`src/rtl/pipeline_scheduler.sv`:
```
// pipeline_scheduler: two-slot register scoreboard driving freeze/bubble/flush/hold,
// with a RUN/HOLD memory-wait FSM and a saturating stall counter.
module pipeline_scheduler #(
    parameter bit FORWARD_EN = 1'b0
) (
    input  logic        clk,
    input  logic        rst,
    input  logic        id_valid,
    input  logic [3:0]  id_src1,
    input  logic [3:0]  id_src2,
    input  logic        id_two_src,
    input  logic        id_wb_en,
    input  logic        id_mem_r_en,
    input  logic [3:0]  id_dest,
    input  logic        exe_b_taken,
    input  logic        mem_busy,
    output logic        freeze,
    output logic        bubble,
    output logic        flush,
    output logic        pipe_hold,
    output logic [15:0] stall_cnt
);
    typedef struct packed {
        logic       valid;
        logic       wb_en;
        logic       mem_r;
        logic [3:0] dest;
    } slot_t;

    typedef enum logic {RUN, HOLD} state_t;

    state_t      state_q;
    slot_t       exe_q, exe_d, mem_q, mem_d;
    logic [15:0] cnt_q, cnt_d;
    logic        hazard;
    logic        hold_unused;

    function automatic logic hit(input slot_t s, input logic [3:0] a, input logic [3:0] b,
                                 input logic two);
        return s.valid && s.wb_en && (s.dest == a || (two && s.dest == b));
    endfunction

    always_comb begin
        hazard = id_valid && (FORWARD_EN
            ? (exe_q.mem_r && hit(exe_q, id_src1, id_src2, id_two_src))
            : (hit(exe_q, id_src1, id_src2, id_two_src) || hit(mem_q, id_src1, id_src2, id_two_src)));
        pipe_hold = mem_busy;
        freeze    = mem_busy || (!exe_b_taken && hazard);
        flush     = !mem_busy && exe_b_taken;
        bubble    = !mem_busy && (exe_b_taken || hazard);
        mem_d     = mem_busy ? mem_q : exe_q;
        exe_d     = mem_busy ? exe_q
                  : bubble   ? slot_t'('0)
                  : slot_t'{id_valid, id_wb_en, id_mem_r_en, id_dest};
        cnt_d     = ((freeze || pipe_hold) && cnt_q != 16'hFFFF) ? cnt_q + 16'd1 : cnt_q;
    end

    // Controls follow live mem_busy; the FSM only records the memory-wait window.
    assign hold_unused = (state_q == HOLD);
    assign stall_cnt   = cnt_q;

    always_ff @(posedge clk or negedge rst) begin
        if (!rst) begin
            state_q <= RUN;
            exe_q   <= '0;
            mem_q   <= '0;
            cnt_q   <= '0;
        end else begin
            state_q <= mem_busy ? HOLD : RUN;
            exe_q   <= exe_d;
            mem_q   <= mem_d;
            cnt_q   <= cnt_d;
        end
    end
endmodule
```
`config.mk`:
```
export PLATFORM = sky130hd
export DESIGN_NAME = pipeline_scheduler
export DESIGN_NICKNAME = d
export VERILOG_FILES = /design/src/rtl/pipeline_scheduler.sv
export SDC_FILE = /design/constraint.sdc
export NUM_CORES = 1
export LEC_CHECK = 0
export ABC_CLOCK_PERIOD_IN_PS = 6400
export CORE_UTILIZATION = 50
export DETAILED_ROUTE_END_ITERATION = 8
export MAX_ROUTING_LAYER = met4
export PLACE_DENSITY = 0.86
export SKIP_CTS_REPAIR_TIMING = 1
export SYNTH_ARGS = -nofsm -noshare
export SYNTH_HDL_FRONTEND = slang
export SYNTH_SLANG_ARGS = --single-unit
```
`constraint.sdc`:
```
create_clock -name clk -period 6.4 [get_ports clk]
set_clock_uncertainty 0.1 [all_clocks]
set_input_delay 0.64 -clock clk [delete_from_list [all_inputs] [get_ports clk]]
set_output_delay 0.64 -clock clk [all_outputs]
set_load 0.02 [all_outputs]
```
Yosys cells after proc, flatten, opt, wreduce, memory -nomap -nowiden:

Cells that the tools add are included.

* register bits after elaboration: 28
* output and inout bits: 20

* add/subtract/negate cells: 1
* eq/ne operators: 5
* mux-type cells: 1
* reduce and logical (&&, ||, !) cells: 19

Operators by type and width (count)
* adder 16 x 1 -> 16 bit, second input constant: 1
* equality test 4 bit: 4
* inequality test 16 bit, second input constant: 1
* logical AND 1 bit: 11
* two-way mux 7 bit: 1
* logical OR 1 bit: 6
* logical NOT 1 bit: 2

Logic depth before layout (Yosys ltp):

* depth after elaboration: 10
* depth in mapped cells: 9
* depth with buffers taken out: 8

Worst setup path after synthesis:

OpenSTA, ideal clock, no wires.

* path kind: input-to-output
* start point: input port id_src1[3]
* end point: output port freeze
* arrival time: 1893 ps
* setup slack: 3767 ps
* stages on the path: 8
* path buffers: 1
* path through: xor2_1 nor3_1 nand4_1 o41ai_1 or3_4 a31oi_4 buf_6 inv_1

* word-level cells in the longest chain between the ends: 7
* elaborated cells on any way between the ends: 10

RTL lines
* start, declared: RTL line 9 `input logic [3:0] id_src1,`
* equality test 4 bit: RTL line 40 `return s.valid && s.wb_en && (s.dest == a || (two && s.dest == b));`
* logical OR 1 bit: RTL line 40
* logical AND 1 bit: RTL line 40
* logical OR 1 bit (*): RTL line 46 `: (hit(exe_q, id_src1, id_src2, id_two_src) || hit(mem_q, id_src1, id_src2, id_two_src)));`
* logical AND 1 bit (*): RTL line 44 `hazard = id_valid && (FORWARD_EN`
* logical AND 1 bit (*): RTL line 48 `freeze = mem_busy || (!exe_b_taken && hazard);`
* logical OR 1 bit (*): RTL line 48
* end, declared: RTL line 17 `output logic freeze,`

Every way passes the cells marked *; elsewhere a longest branch is shown, timed or not.

Worst setup path in the final report:

Same ends and word-level chain as after synthesis.

==> results.yml <==
outcome:
  status: "finished with violations"
  violations: "DRC"
clock_tree:
  clk_pin_slew_ns: 0.15
  cts-buffers-inserted: 3
  root_buffer: "clkbuf_4"
  tritoncts: "done"
  cts_htree_levels: 1
  clock_latency_ns: 0.33
  cts_buffer_depth: 2
  cts.sinks: 28
power:
  power_frac_seq: 0.445
  p_leak_nw: 0.828
  pwr-share-clk: 0.195
  p_comb_frac: 0.360
  p_switching_mw: 0.207
  p_int_mw: 0.381
  ir_drop_mv: 0.226
  powerDensity_mw_per_mm2: 303
  power_mw: 0.588
  switching_share: 0.352
yosys:
  synth_edf_count: 0
  synth_xor_area_frac: 0.170
  synth.largest_area_cell: "dfrtp_1"
  yosys_register_bits: 28
  synthDominantCellAreaShare: 0.468
  yosysSeqAreaShare: 0.468
  synth_adder_area_share: 0.00835
  synthTopCellsByCount: "dfrtp_1, xor2_1, nand2_1"
  async_flop_share: 1.00
  synthFlopType: "dfrtp_1"
  yosys_warnings: 0
  avgSynthCellArea_um2: 11.1
  synth_fp_nets: 156
  synth_top_family_by_area: "simple AND/OR/NAND/NOR gates"
  yosysMostFrequentCell: "dfrtp_1"
  synth-compound-area-share: 0.0810
  muxShareOfSynthArea: 0.0627
  synthTopCellsByArea: "dfrtp_1, xor2_1, mux2_2"
  yosys.area_share.simple: 0.178
  postSynthCellCount: 135
  synth_area_mm2: 0.00150
  synth.distinct_cells: 33
sta:
  period_share: 0.622
  worst_pin_slew_ns: 1.14
  hold_viol_final: 0
  slew_violations: 0
  setup_viol: 0
  fmax_mhz: 251
  setup_tns_ns: 0
  post-route-min-period_ns: 3.98
  whs_ns: 0.410
  max-slew-margin-rel: 0.230
  rsz0062_at_grt: "false"
floorplan:
  fp.dieH_um: 56.7
  core_mm2: 0.00281
  die-area_mm2: 0.00322
  die_w_um: 56.7
  placement_rows: 19
  num_io_pins: 40
  start_util: 0.534
hold_path:
  hp-class: "reg -> reg"
  whs_path_depth: 1
  hold_start: "stall_cnt[9]$_DFFE_PN0P_"
  holdPathEnd: "stall_cnt[9]$_DFFE_PN0P_"
setup_path:
  slowest_stage: "clkdlybuf4s50_1"
  reg2reg_to: "stall_cnt[1]$_DFFE_PN0P_"
  critical_path.cell_chain: "clkdlybuf4s50_1 -> xor2_1 -> nor3_1 -> nand4_1 -> o41ai_1 -> or3_4 -> a31oi_4 -> inv_1 -> clkdlybuf4s50_1"
  cp_top_family: "buffers and inverters"
  timing.critical_path.mode_cell: "clkdlybuf4s50_1"
  critPathArrivalTime_ns: 3.24
  slowest_delay_ns: 0.55
  endpoint_kind: "output port"
  worst-r2r-cell-count: 8
  cp.required_ns: 5.66
  path_max_fanout: 16
  critical_path_class: "in -> out"
  cp-startpoint: "id_src1[3]"
  rrSetupSlack_ns: 3.75
  startpoint_type: "primary input"
  path_buf_inv: 3
  timing.rr.start: "exe_q[3]$_DFFE_PN0N_"
placement:
  gp_congestion: 0.916
  io_buffers: 38
  hpwl_um: 2370
drt:
  drt_iter0_drc: 33
  ant_nets: 0
  vias: 1187
  routed_wl_um: 3310
  drtPass1Iterations: 6
  drc_errors: 9
  drt-wirelength-per-cell_um: 16.2
  viasPerCell: 5.82
global_route:
  grt_pass1_wl_um: 5510
  first_global_vias: 1283
  track_usage: 0.226
  antenna_found_initial: 0
  met2_usage: 0.401
  grt_max_degree: 29
  use_met1: 0.260
  top_usage_layer: "met2"
  use_met3: 0.0253
  grt_overflow: 0
flow_run:
  maxCapViolCount: 0
final_layout:
  n_antenna_cell: 0
  drive_gt1_frac: 0.0983
  area_delta_synth_final_pct: 29.5
  fill_cells: 230
  nNetsFinal: 195
## kinds of logic after synthesis
logic type,count (synthesis)
AO/OA/AOI/OAI,12
buffers and inverters,8
adder cells (fa/ha/maj),1
flip-flops,28
AND/OR/NAND/NOR,49
XOR/XNOR,29
multiplexers,8
## stage by stage
step            util  worst slack [ns]  std cells  instance area, um2
6_report       0.691              2.42        204                1940
3_5_place_dp   0.673              2.48        200                1890
5_1_grt        0.691              2.36        204                1940
4_1_cts        0.691              2.45        204                1940
3_3_place_gp   0.673              2.60        200                1890
2_1_floorplan      -              3.77        135                1500
## layout make-up
type                            count  area, um2  share of cell area
Tap cell                           31       38.8              0.0200
Inverter                            3       11.3             0.00581
Sequential cell                    28        701               0.361
Clock buffer                        3       22.5              0.0116
Timing Repair Buffer               39        388               0.200
Clock inverter                      1       30.0              0.0155
Multi-Input combinational cell     99        748               0.386
## state kept, by name (all words and copies together), names as in the netlist
register	count
exe_q	6
mem_q	6
stall_cnt	16
## power groups by stage
stage / combinational, mW / clock [mW] / sequential (mW)
6_report: 0.212 / 0.115 / 0.262
5_1_grt: 0.228 / 0.122 / 0.268
4_1_cts: 0.213 / 0.116 / 0.261
3_5_place_dp: 0.211 / 0 / 0.264
3_3_place_gp: 0.207 / 0 / 0.260
2_1_floorplan: 0.0884 / 0 / 0.290
## routing by layer
layer  vias to the layer above  share of wire
li1                        555              -
met1                       576           0.41
met2                        46           0.51
met3                        10          0.055
met4                         0          0.026
met5                         -              0
## worst max-delay path by stage
stage,slack [ns],cells past startpoint,to
2_1_floorplan,3.77,8,freeze
5_1_grt,2.36,9,freeze
3_5_place_dp,2.48,9,freeze
4_1_cts,2.45,9,freeze
6_report,2.42,9,freeze
3_3_place_gp,2.60,9,freeze
## cells in the final DEF, fill, tap and decap left out, drive strengths merged
cell / Yosys / routed
a31oi: 1 / 1
o22a: 1 / 1
and2b: 1 / 1
or2b: 1 / 1
buf: 3 / 1
a22o: 5 / 5
nand2: 12 / 12
mux2: 8 / 8
and3: 1 / 1
nor4: 7 / 7
o21bai: 1 / 1
or3: 1 / 1
nor2: 5 / 5
a21oi: 1 / 1
ha: 1 / 1
clkdlybuf4s50: 0 / 38
bufinv: 0 / 1
o21ai: 1 / 1
nand3: 5 / 5
xor2: 24 / 24
xnor2: 5 / 5
inv: 3 / 3
nor2b: 1 / 1
clkbuf: 2 / 3
nor3: 7 / 7
nor4b: 1 / 1
nand4: 6 / 6
nor3b: 1 / 1
o41ai: 2 / 2
dfrtp: 28 / 28
Note: power is estimated with default switching activity, not from simulation.
